==> src/rtl/arb_pkg.sv <==
// Shared types for the data-RAM port arbiter: FSM state encodings, read-owner
// codes and the round-robin pick between the two read requesters.
package arb_pkg;

    localparam int ADR_W  = 32;
    localparam int DATA_W = 128;
    localparam int MASK_W = 16;

    typedef enum logic [1:0] {
        ARB_IDLE   = 2'd0,
        ARB_RD_MON = 2'd1,
        ARB_RD_CPU = 2'd2
    } arb_state_e;

    typedef enum logic {
        OWN_CPU = 1'b0,
        OWN_MON = 1'b1
    } owner_e;

    // With both requesters present the one that did not win last time goes first.
    function automatic owner_e rr_pick(input logic mon_cand, input logic cpu_cand,
                                       input owner_e last_grant);
        if (mon_cand && cpu_cand) begin
            return (last_grant == OWN_CPU) ? OWN_MON : OWN_CPU;
        end
        return mon_cand ? OWN_MON : OWN_CPU;
    endfunction

endpackage

==> src/rtl/dram_port_arbiter_if.sv <==
// Monitor, CPU and memory-side signals of the data-RAM port arbiter.
// slave = arbiter view, master = the surrounding monitor/CPU/memory.
interface dram_port_arbiter_if;
    import arb_pkg::*;

    logic              mon_active;
    logic              mon_read_start;
    logic [ADR_W-1:0]  mon_radr;
    logic [DATA_W-1:0] mon_rdata;
    logic              mon_read_valid;
    logic              mon_wen;
    logic [ADR_W-1:0]  mon_wadr;
    logic [DATA_W-1:0] mon_wdata;
    logic [MASK_W-1:0] mon_mask;

    logic              cpu_req;
    logic              cpu_we;
    logic [ADR_W-1:0]  cpu_adr;
    logic [DATA_W-1:0] cpu_wdata;
    logic [MASK_W-1:0] cpu_mask;
    logic              cpu_ack;
    logic [DATA_W-1:0] cpu_rdata;
    logic              cpu_rvalid;

    logic              mem_read_start;
    logic [ADR_W-1:0]  mem_radr;
    logic [DATA_W-1:0] mem_rdata;
    logic              mem_read_valid;
    logic              mem_wen;
    logic [ADR_W-1:0]  mem_wadr;
    logic [DATA_W-1:0] mem_wdata;
    logic [MASK_W-1:0] mem_mask;

    logic              rd_timeout;

    modport slave (
        input  mon_active, mon_read_start, mon_radr, mon_wen, mon_wadr, mon_wdata, mon_mask,
        output mon_rdata, mon_read_valid,
        input  cpu_req, cpu_we, cpu_adr, cpu_wdata, cpu_mask,
        output cpu_ack, cpu_rdata, cpu_rvalid,
        output mem_read_start, mem_radr, mem_wen, mem_wadr, mem_wdata, mem_mask,
        input  mem_rdata, mem_read_valid,
        output rd_timeout
    );

    modport master (
        output mon_active, mon_read_start, mon_radr, mon_wen, mon_wadr, mon_wdata, mon_mask,
        input  mon_rdata, mon_read_valid,
        output cpu_req, cpu_we, cpu_adr, cpu_wdata, cpu_mask,
        input  cpu_ack, cpu_rdata, cpu_rvalid,
        input  mem_read_start, mem_radr, mem_wen, mem_wadr, mem_wdata, mem_mask,
        output mem_rdata, mem_read_valid,
        input  rd_timeout
    );

endinterface

==> src/rtl/arb_rd_watchdog.sv <==
// Read-timeout counter: cleared by the issue pulse, counts while a read is
// outstanding, and flags expiry RD_TIMEOUT cycles after issue unless data arrives.
module arb_rd_watchdog #(
    parameter int RD_TIMEOUT = 64,
    parameter int TO_W       = 7
) (
    input  logic clk,
    input  logic rst_n,
    input  logic start,
    input  logic active,
    input  logic valid,
    output logic expire
);

    logic [TO_W-1:0] cnt_q;

    // NOTE: sequential state uses non-blocking assignments so every flop samples
    // pre-edge values regardless of process ordering.
    always_ff @(posedge clk or negedge rst_n) begin
        if (!rst_n) begin
            cnt_q <= '0;
        end else if (start) begin
            cnt_q <= '0;
        end else if (active) begin
            cnt_q <= cnt_q + 1'b1;
        end
    end

    // The issue cycle still holds the previous read's count, so it never expires.
    assign expire = active && !start && !valid && (cnt_q == TO_W'(RD_TIMEOUT - 1));

endmodule

==> src/rtl/dram_port_arbiter.sv <==
// Shares the 128-bit data-RAM port between the CPU and the UART monitor.
// Optional ARB_MON_HOLD_EN: the CPU is locked out entirely while mon_active=1.
module dram_port_arbiter
    import arb_pkg::*;
#(
    parameter int RD_TIMEOUT = 64,
    parameter int TO_W       = 7
) (
    input logic                 clk,
    input logic                 rst_n,
    dram_port_arbiter_if.slave  bus
);

    arb_state_e        state_q, state_d;
    owner_e            last_grant_q;
    logic              mon_pend_q;
    logic [ADR_W-1:0]  mon_adr_q;
    logic              mem_read_start_q;
    logic [ADR_W-1:0]  mem_radr_q;

    logic hold;
    logic mon_cand, cpu_cand;
    logic grant_mon, grant_cpu;
    logic cpu_wr_ok;
    logic expire;

`ifdef ARB_MON_HOLD_EN
    assign hold = bus.mon_active;
`else
    logic unused_mon_active;
    assign hold              = 1'b0;
    assign unused_mon_active = bus.mon_active;
`endif

    // A start pulse seen in ARB_IDLE is a candidate at once, saving a cycle.
    assign mon_cand  = mon_pend_q || bus.mon_read_start;
    assign cpu_cand  = bus.cpu_req && !bus.cpu_we && !hold;
    assign cpu_wr_ok = bus.cpu_req && bus.cpu_we && !bus.mon_wen && !hold;

    arb_rd_watchdog #(
        .RD_TIMEOUT (RD_TIMEOUT),
        .TO_W       (TO_W)
    ) u_watchdog (
        .clk    (clk),
        .rst_n  (rst_n),
        .start  (mem_read_start_q),
        .active (state_q != ARB_IDLE),
        .valid  (bus.mem_read_valid),
        .expire (expire)
    );

    always_ff @(posedge clk or negedge rst_n) begin
        if (!rst_n) begin
            state_q <= ARB_IDLE;
        end else begin
            state_q <= state_d;
        end
    end

    // NOTE: every output of a combinational block gets a default first, so no
    // path through the case leaves a signal unassigned and infers a latch.
    always_comb begin
        state_d   = state_q;
        grant_mon = 1'b0;
        grant_cpu = 1'b0;
        unique case (state_q)
            ARB_IDLE: begin
                if (mon_cand || cpu_cand) begin
                    if (rr_pick(mon_cand, cpu_cand, last_grant_q) == OWN_MON) begin
                        grant_mon = 1'b1;
                        state_d   = ARB_RD_MON;
                    end else begin
                        grant_cpu = 1'b1;
                        state_d   = ARB_RD_CPU;
                    end
                end
            end
            ARB_RD_MON, ARB_RD_CPU: begin
                if (bus.mem_read_valid || expire) begin
                    state_d = ARB_IDLE;
                end
            end
            default: state_d = ARB_IDLE;
        endcase
    end

    // NOTE: the pending address and issue address are reset too, so the memory
    // never sees an X address even though only the strobe qualifies it.
    always_ff @(posedge clk or negedge rst_n) begin
        if (!rst_n) begin
            last_grant_q     <= OWN_CPU;
            mon_pend_q       <= 1'b0;
            mon_adr_q        <= '0;
            mem_read_start_q <= 1'b0;
            mem_radr_q       <= '0;
        end else begin
            mem_read_start_q <= grant_mon || grant_cpu;
            if (grant_mon) begin
                mem_radr_q   <= mon_pend_q ? mon_adr_q : bus.mon_radr;
                last_grant_q <= OWN_MON;
            end else if (grant_cpu) begin
                mem_radr_q   <= bus.cpu_adr;
                last_grant_q <= OWN_CPU;
            end

            // A start coincident with granting the old pending read stays pending.
            if (grant_mon) begin
                mon_pend_q <= mon_pend_q && bus.mon_read_start;
            end else if (bus.mon_read_start) begin
                mon_pend_q <= 1'b1;
            end
            if (bus.mon_read_start) begin
                mon_adr_q <= bus.mon_radr;
            end
        end
    end

    assign bus.mem_read_start = mem_read_start_q;
    assign bus.mem_radr       = mem_radr_q;
    assign bus.rd_timeout     = expire;

    // Read return routing: data 0 on abort; a valid in ARB_IDLE reaches no one.
    always_comb begin
        bus.mon_read_valid = 1'b0;
        bus.mon_rdata      = '0;
        bus.cpu_rvalid     = 1'b0;
        bus.cpu_rdata      = '0;
        if (state_q == ARB_RD_MON) begin
            bus.mon_read_valid = bus.mem_read_valid || expire;
            bus.mon_rdata      = bus.mem_read_valid ? bus.mem_rdata : '0;
        end else if (state_q == ARB_RD_CPU) begin
            bus.cpu_rvalid = bus.mem_read_valid || expire;
            bus.cpu_rdata  = bus.mem_read_valid ? bus.mem_rdata : '0;
        end
    end

    // Write path is pass-through; reset forces the strobe and buses low.
    always_comb begin
        bus.mem_wen   = 1'b0;
        bus.mem_wadr  = '0;
        bus.mem_wdata = '0;
        bus.mem_mask  = '0;
        bus.cpu_ack   = 1'b0;
        if (rst_n) begin
            if (bus.mon_wen) begin
                bus.mem_wen   = 1'b1;
                bus.mem_wadr  = bus.mon_wadr;
                bus.mem_wdata = bus.mon_wdata;
                bus.mem_mask  = bus.mon_mask;
            end else if (cpu_wr_ok) begin
                bus.mem_wen   = 1'b1;
                bus.mem_wadr  = bus.cpu_adr;
                bus.mem_wdata = bus.cpu_wdata;
                bus.mem_mask  = bus.cpu_mask;
            end
            bus.cpu_ack = cpu_wr_ok || grant_cpu;
        end
    end

endmodule

==> src/flat_wrapper.sv <==
// flat-port wrapper written by rule: the top's interface ports become plain ports
module dram_port_arbiter_flat import arb_pkg::*;
#(
    parameter int RD_TIMEOUT = 64,
    parameter int TO_W       = 7
)
  (clk, rst_n, bus_mon_active, bus_mon_read_start, bus_mon_radr, bus_mon_wen, bus_mon_wadr, bus_mon_wdata, bus_mon_mask, bus_mon_rdata, bus_mon_read_valid, bus_cpu_req, bus_cpu_we, bus_cpu_adr, bus_cpu_wdata, bus_cpu_mask, bus_cpu_ack, bus_cpu_rdata, bus_cpu_rvalid, bus_mem_read_start, bus_mem_radr, bus_mem_wen, bus_mem_wadr, bus_mem_wdata, bus_mem_mask, bus_mem_rdata, bus_mem_read_valid, bus_rd_timeout);
  dram_port_arbiter_if bus_i ();
  input logic clk;
  input logic rst_n;
  input wire logic [$bits(bus_i.mon_active)-1:0] bus_mon_active;
  input wire logic [$bits(bus_i.mon_read_start)-1:0] bus_mon_read_start;
  input wire logic [$bits(bus_i.mon_radr)-1:0] bus_mon_radr;
  input wire logic [$bits(bus_i.mon_wen)-1:0] bus_mon_wen;
  input wire logic [$bits(bus_i.mon_wadr)-1:0] bus_mon_wadr;
  input wire logic [$bits(bus_i.mon_wdata)-1:0] bus_mon_wdata;
  input wire logic [$bits(bus_i.mon_mask)-1:0] bus_mon_mask;
  output wire logic [$bits(bus_i.mon_rdata)-1:0] bus_mon_rdata;
  output wire logic [$bits(bus_i.mon_read_valid)-1:0] bus_mon_read_valid;
  input wire logic [$bits(bus_i.cpu_req)-1:0] bus_cpu_req;
  input wire logic [$bits(bus_i.cpu_we)-1:0] bus_cpu_we;
  input wire logic [$bits(bus_i.cpu_adr)-1:0] bus_cpu_adr;
  input wire logic [$bits(bus_i.cpu_wdata)-1:0] bus_cpu_wdata;
  input wire logic [$bits(bus_i.cpu_mask)-1:0] bus_cpu_mask;
  output wire logic [$bits(bus_i.cpu_ack)-1:0] bus_cpu_ack;
  output wire logic [$bits(bus_i.cpu_rdata)-1:0] bus_cpu_rdata;
  output wire logic [$bits(bus_i.cpu_rvalid)-1:0] bus_cpu_rvalid;
  output wire logic [$bits(bus_i.mem_read_start)-1:0] bus_mem_read_start;
  output wire logic [$bits(bus_i.mem_radr)-1:0] bus_mem_radr;
  output wire logic [$bits(bus_i.mem_wen)-1:0] bus_mem_wen;
  output wire logic [$bits(bus_i.mem_wadr)-1:0] bus_mem_wadr;
  output wire logic [$bits(bus_i.mem_wdata)-1:0] bus_mem_wdata;
  output wire logic [$bits(bus_i.mem_mask)-1:0] bus_mem_mask;
  input wire logic [$bits(bus_i.mem_rdata)-1:0] bus_mem_rdata;
  input wire logic [$bits(bus_i.mem_read_valid)-1:0] bus_mem_read_valid;
  output wire logic [$bits(bus_i.rd_timeout)-1:0] bus_rd_timeout;
  assign bus_i.mon_active = bus_mon_active;
  assign bus_i.mon_read_start = bus_mon_read_start;
  assign bus_i.mon_radr = bus_mon_radr;
  assign bus_i.mon_wen = bus_mon_wen;
  assign bus_i.mon_wadr = bus_mon_wadr;
  assign bus_i.mon_wdata = bus_mon_wdata;
  assign bus_i.mon_mask = bus_mon_mask;
  assign bus_mon_rdata = bus_i.mon_rdata;
  assign bus_mon_read_valid = bus_i.mon_read_valid;
  assign bus_i.cpu_req = bus_cpu_req;
  assign bus_i.cpu_we = bus_cpu_we;
  assign bus_i.cpu_adr = bus_cpu_adr;
  assign bus_i.cpu_wdata = bus_cpu_wdata;
  assign bus_i.cpu_mask = bus_cpu_mask;
  assign bus_cpu_ack = bus_i.cpu_ack;
  assign bus_cpu_rdata = bus_i.cpu_rdata;
  assign bus_cpu_rvalid = bus_i.cpu_rvalid;
  assign bus_mem_read_start = bus_i.mem_read_start;
  assign bus_mem_radr = bus_i.mem_radr;
  assign bus_mem_wen = bus_i.mem_wen;
  assign bus_mem_wadr = bus_i.mem_wadr;
  assign bus_mem_wdata = bus_i.mem_wdata;
  assign bus_mem_mask = bus_i.mem_mask;
  assign bus_i.mem_rdata = bus_mem_rdata;
  assign bus_i.mem_read_valid = bus_mem_read_valid;
  assign bus_rd_timeout = bus_i.rd_timeout;
  dram_port_arbiter #(.RD_TIMEOUT(RD_TIMEOUT), .TO_W(TO_W)) u_core (.clk(clk), .rst_n(rst_n), .bus(bus_i));
endmodule
==> config.mk <==
export PLATFORM = sky130hd
export DESIGN_NAME = dram_port_arbiter_flat
export DESIGN_NICKNAME = d
export VERILOG_FILES = /design/src/rtl/arb_pkg.sv /design/src/rtl/dram_port_arbiter_if.sv /design/src/rtl/arb_rd_watchdog.sv /design/src/rtl/dram_port_arbiter.sv /design/src/flat_wrapper.sv
export SDC_FILE = /design/constraint.sdc
export NUM_CORES = 1
export LEC_CHECK = 0
export ABC_AREA = 1
export CORE_AREA = 2 2 389 391
export CTS_CLUSTER_SIZE = 16
export DETAILED_ROUTE_END_ITERATION = 12
export DIE_AREA = 0 0 391 393
export SYNTH_ARGS = -nofsm -noshare
export SYNTH_HDL_FRONTEND = slang
export SYNTH_SLANG_ARGS = --single-unit
==> constraint.sdc <==
create_clock -name clk -period 3.05 [get_ports clk]
set_input_delay 0.915 -clock clk [delete_from_list [all_inputs] [get_ports clk]]
set_output_delay 0.915 -clock clk [all_outputs]
set_load 0.03 [all_outputs]
Yosys cells after proc, flatten, opt, wreduce, memory -nomap -nowiden
Cells that the tools add are included.

Add/subtract/negate cells: 1. Eq/ne operators: 5. Muxes and demuxes: 48. Reduce and logical (&&, ||, !) cells: 24.

Operators by type and width (count): $mux W128 (7); $mux W32 (6); $mux W16 (3); $mux W1 (26); $mux W7 (2); $logic_and A1 B1 Y1 (8); $reduce_bool A2 Y1 (4); $add A7 B1 Y7 const B (1); $eq A7 B6 Y1 const B (1); $mux W2 (3); $logic_or A1 B1 Y1 (5); $logic_not A1 Y1 (4); $ne A2 B1 Y1 const B (2); $pmux W2 S2 (1); $eq A2 B1 Y1 const B (1); $eq A2 B2 Y1 const B (1); $logic_not A2 Y1 (1); $reduce_and A2 Y1 (1); $reduce_or A2 Y1 (1).

Register bits: 76. Bits of input ports: 520. Output and inout bits: 470. Word-level logic and storage cells: 85.

Depth between registers and ports, before layout
Depth in word-level cells: 14. Gate-level depth with buffers: 11. Mapped depth without buffers: 10.

By module
From an unflattened synthesis, not the netlist that was laid out.

Cells, all modules: 1604. Area total of the unflattened synthesis: 8827.2 sq um.

Modules (own cells, without submodules): dram_port_arbiter (times used 1, cells an instance 1559, area an instance 8460.6 sq um, seq. area each 1726.7 sq um); arb_rd_watchdog (times used 1, cells an instance 45, area an instance 366.6 sq um, seq. area each 175.2 sq um).

Least setup slack after synthesis
No wires, ideal clock.

Path kind: input port to output port. Start: input port bus_mon_wen. End: output port bus_mem_wdata[29]. Data arrival time: 2.053 ns. Required time: 2.135 ns. Slack: 0.082 ns. Stages on the path: 6. Buffers on the path: 3. Cells stage by stage: buf_2 -> inv_2 -> buf_2 -> buf_2 -> nand4_1 -> a21oi_1.

Cells in the longest elaborated chain, start to end: 5.

RTL lines: start, declared (RTL line flat_wrapper.sv:14) `input wire logic [$bits(bus_i.mon_wen)-1:0] bus_mon_wen;`; $logic_not A1 Y1 (RTL line dram_port_arbiter.sv:38) `assign cpu_wr_ok = bus.cpu_req && bus.cpu_we && !bus.mon_wen && !hold;`; $logic_and A1 B1 Y1 (RTL line dram_port_arbiter.sv:38); $mux W128 (RTL line dram_port_arbiter.sv:150) `end else if (cpu_wr_ok) begin`; $mux W128 * (RTL line dram_port_arbiter.sv:145) `if (bus.mon_wen) begin`; $mux W128 * (RTL line dram_port_arbiter.sv:144) `if (rst_n) begin`; end, declared (RTL line flat_wrapper.sv:32) `output wire logic [$bits(bus_i.mem_wdata)-1:0] bus_mem_wdata;`.

Mark *: on every way between the ends. The rest lies on a longest branch, timed or not.

Final worst setup path
Start: input port bus_mon_wen. End: output port bus_mem_wdata[14].

The elaborated chain is that of the path after synthesis.

==> impl_metrics.ini <==
[sta]
fmax_ghz = 0.321
layout_setup_ws_ns = -0.0624
tightestPinTransition_ns = 1.02
hold_violations = 0
rsz0062_at_grt = true
skew_ns = 0.00751
fin_crit_ns = 3.11
fin_tns_setup_ns = -0.234
finalCritPeriodShare_pct = 102
finalSetupViolCount = 10
relSlewSlack_pct = 32.0
slew_viol_final = 0

[clocking]
cts_root_buf = clkbuf_16
cts-htree-levels = 3
numCtsBuffers = 9
cts_hold_buf = 0
clk_pin_slew_ns = 0.08
cts_sinks = 76
clockBufferDepth = 2
clock_latency_ns = 0.36
cts_tree = built

[place]
port_buffers = 988
dp_hpwl_um = 114000
place.gp.congestion = 0.972
dp_slack_ns = -0.249

[die]
core_mm2 = 0.149
boundaryPins = 990
die_w_um = 391
fp-row-count = 142
initial_core_util_pct = 5.70
die_area_mm2 = 0.154
die_h_um = 393

[global_routing]
grt_max_degree = 101
grt_use_total_pct = 15.8
grt-ovfl-total = 0
grt_pass1_vias = 14859
antenna_found_initial = 127
grt_pass1_wl_um = 159000

[finish]
syn_to_final_growth_pct = 199
drive_gt1_share_pct = 27.7
layout.nets = 3042
n_fill_cell = 16834

[yosys]
avgSynthCellArea_um2 = 5.49
synth_top_area_share_pct = 22.4
post_synth_inst_count = 1549
syn_area_mm2 = 0.00851
synth-seq-area-share_pct = 22.4
synthesis.nets = 2073
ys_warn_count = 0
synth_area_leaders = dfrtp_1 (22%), nand2_1 (20%), nand4_1 (13%)
yosysTopAreaCell = dfrtp_1
synth_seq_cells = 76
synth_cell_types = 23

[setup_path]
cp.arrival_ns = 2.20
worst-r2r-cell-count = 8
r2r-end = u_core.bus.mem_radr[3]
rr_startpoint = u_core.state_q[0]
crit_buf_inv = 5
worstPathRequired_ns = 2.13
max_stage_delay_ns = 0.26
r2r_slack_ns = 0.97
crit_family = buffers and inverters
crit_path_max_fanout = 46
crit_chain = clkbuf_16 > buf_16 > buf_12 > nand2_1 > a21oi_2 > buf_4 > buf_12
crit_path_end_kind = output pin
start_kind = input port
worst_path_most_repeated_cell = buf_12
critical_path.slowest_cell = a21oi_2
worst-setup-path-type = input port to output pin

[routing]
drtAntennaViolNets = 0
wl_per_cell_um = 28.9
routed_via_density = 3.56
firstDrtPassIters = 5
num_vias = 16088
routed_wl_um = 131000
drc_errors = 0
drt_iter0_markers = 1598

[power]
p_per_area_mw_per_mm2 = 456
total_power_mw = 11.6
irDropWorstVdd_v = 0.000552
power.leakage_nw = 9.86

[hold_path]
hold_path_class = input port to async pin

[run_status]
violations = setup timing
status = finished, violations left

[flow_run]
maxCapViolCount = 0
[through the flow]
step | area, µm² | util, % | hold slack (ns) | std cells
floorplan | 8510 | - | 0.467 | 1549
global placement | 24200 | 16.2 | 0.488 | 4435
detailed placement | 24200 | 16.2 | 0.503 | 4435
CTS | 25000 | 16.7 | 0.333 | 4459
global route | 25500 | 17.1 | 0.342 | 4504
finish | 25500 | 17.1 | 0.368 | 4516
[what timing repair did]
item | in CTS | in global routing
gates resized for setup | 56 | 66
pin swaps | 6 | 14
buffers inserted | 0 | 3
endpoints found under the setup margin | 124 | 103
gates cloned | 8 | 5
[cells in the mapped netlist]
cell type / instances
nand3_2: 2
nand2_2: 2
nand3_1: 9
o21ai_1: 26
buf_4: 5
inv_4: 1
a21oi_4: 1
nand4_1: 177
inv_2: 3
o21ai_0: 93
buf_6: 4
ha_1: 4
dfrtp_1: 76
buf_2: 94
buf_1: 7
nand2_1: 457
a21oi_1: 182
nor2_1: 295
inv_1: 49
nor2_4: 1
clkbuf_1: 57
clkbuf_2: 1
nor3_1: 3
[kinds of logic after synthesis]
kind of cell               share of synthesized area [%]
AOI/OAI and AO/OA                                   17.9
buffers and inverters                               11.8
adders and majority gates                          0.588
and+or+nand+nor                                     47.4
DFF                                                 22.4
[registers in the layout (all words and copies together) (netlist names)]
register,flops
u_core.mon_adr_q,32
u_core.mon_pend_q,1
u_core.state_q,2
u_core.bus.mem_radr,32
u_core.u_watchdog.cnt_q,7
u_core.bus.mem_read_start,1
u_core.last_grant_q,1
[how the worst max path moves through the flow]
stage                         end  slack (ns)  cells after the start        start
3_3_place_gp   bus_mem_wdata[126]       -0.23                      6  bus_mon_wen
3_5_place_dp   bus_mem_wdata[126]       -0.25                      6  bus_mon_wen
4_1_cts         bus_mem_wdata[14]       -0.03                      7  bus_mon_wen
6_report        bus_mem_wdata[14]       -0.06                      7  bus_mon_wen
5_1_grt         bus_mem_wdata[14]       -0.07                      7  bus_mon_wen
2_1_floorplan   bus_mem_wdata[29]        0.08                      6  bus_mon_wen
[where the power goes]
group | internal [mW] | total [mW] | switching (mW)
Combinational | 3.56 | 8.93 | 5.37
Clock | 0.660 | 1.21 | 0.550
Sequential | 1.32 | 1.49 | 0.169
Total | 5.54 | 11.6 | 6.09
[cell type report]
| type | count | area [µm²] | share of cell area (%) |
|---|---|---|---|
| Timing Repair Buffer | 1123 | 14500 | 56.9 |
| Multi-Input combinational cell | 1252 | 5950 | 23.4 |
| Tap cell | 1944 | 2430 | 9.55 |
| Sequential cell | 76 | 1900 | 7.47 |
| Clock buffer | 9 | 225 | 0.884 |
| Inverter | 53 | 225 | 0.884 |
| Antenna cell | 49 | 123 | 0.481 |
| Clock inverter | 7 | 87.6 | 0.344 |
| Timing Repair inverter | 3 | 28.8 | 0.113 |
[layer usage]
metal,GRT usage (%),vias up,part of all wire (%)
met2,24.2,963,45
met5,2.14,-,0.57
met4,4.59,82,2.4
li1,-,7190,-
met3,8.99,204,13
met1,18.6,7649,40
[cell usage in the layout (no fill, tap or decap), types with 2 or more instances in the layout]
master,n
o21ai_1,26
dlymetal6s2s_1,2
diode_2,49
inv_6,7
inv_1,48
ha_1,4
a21oi_1,111
dfrtp_1,75
nor3_1,3
clkdlybuf4s50_1,539
nand3_2,2
a21oi_2,68
nand2_1,452
buf_6,11
nand3_1,9
nor2_2,11
buf_4,207
buf_12,340
o21ai_0,93
nand4_1,177
inv_4,2
inv_8,3
bufbuf_16,2
a21oi_4,4
nand2_2,5
clkbuf_16,16
nor2_1,284
buf_16,12
Power figures use the tool's default switching activity.
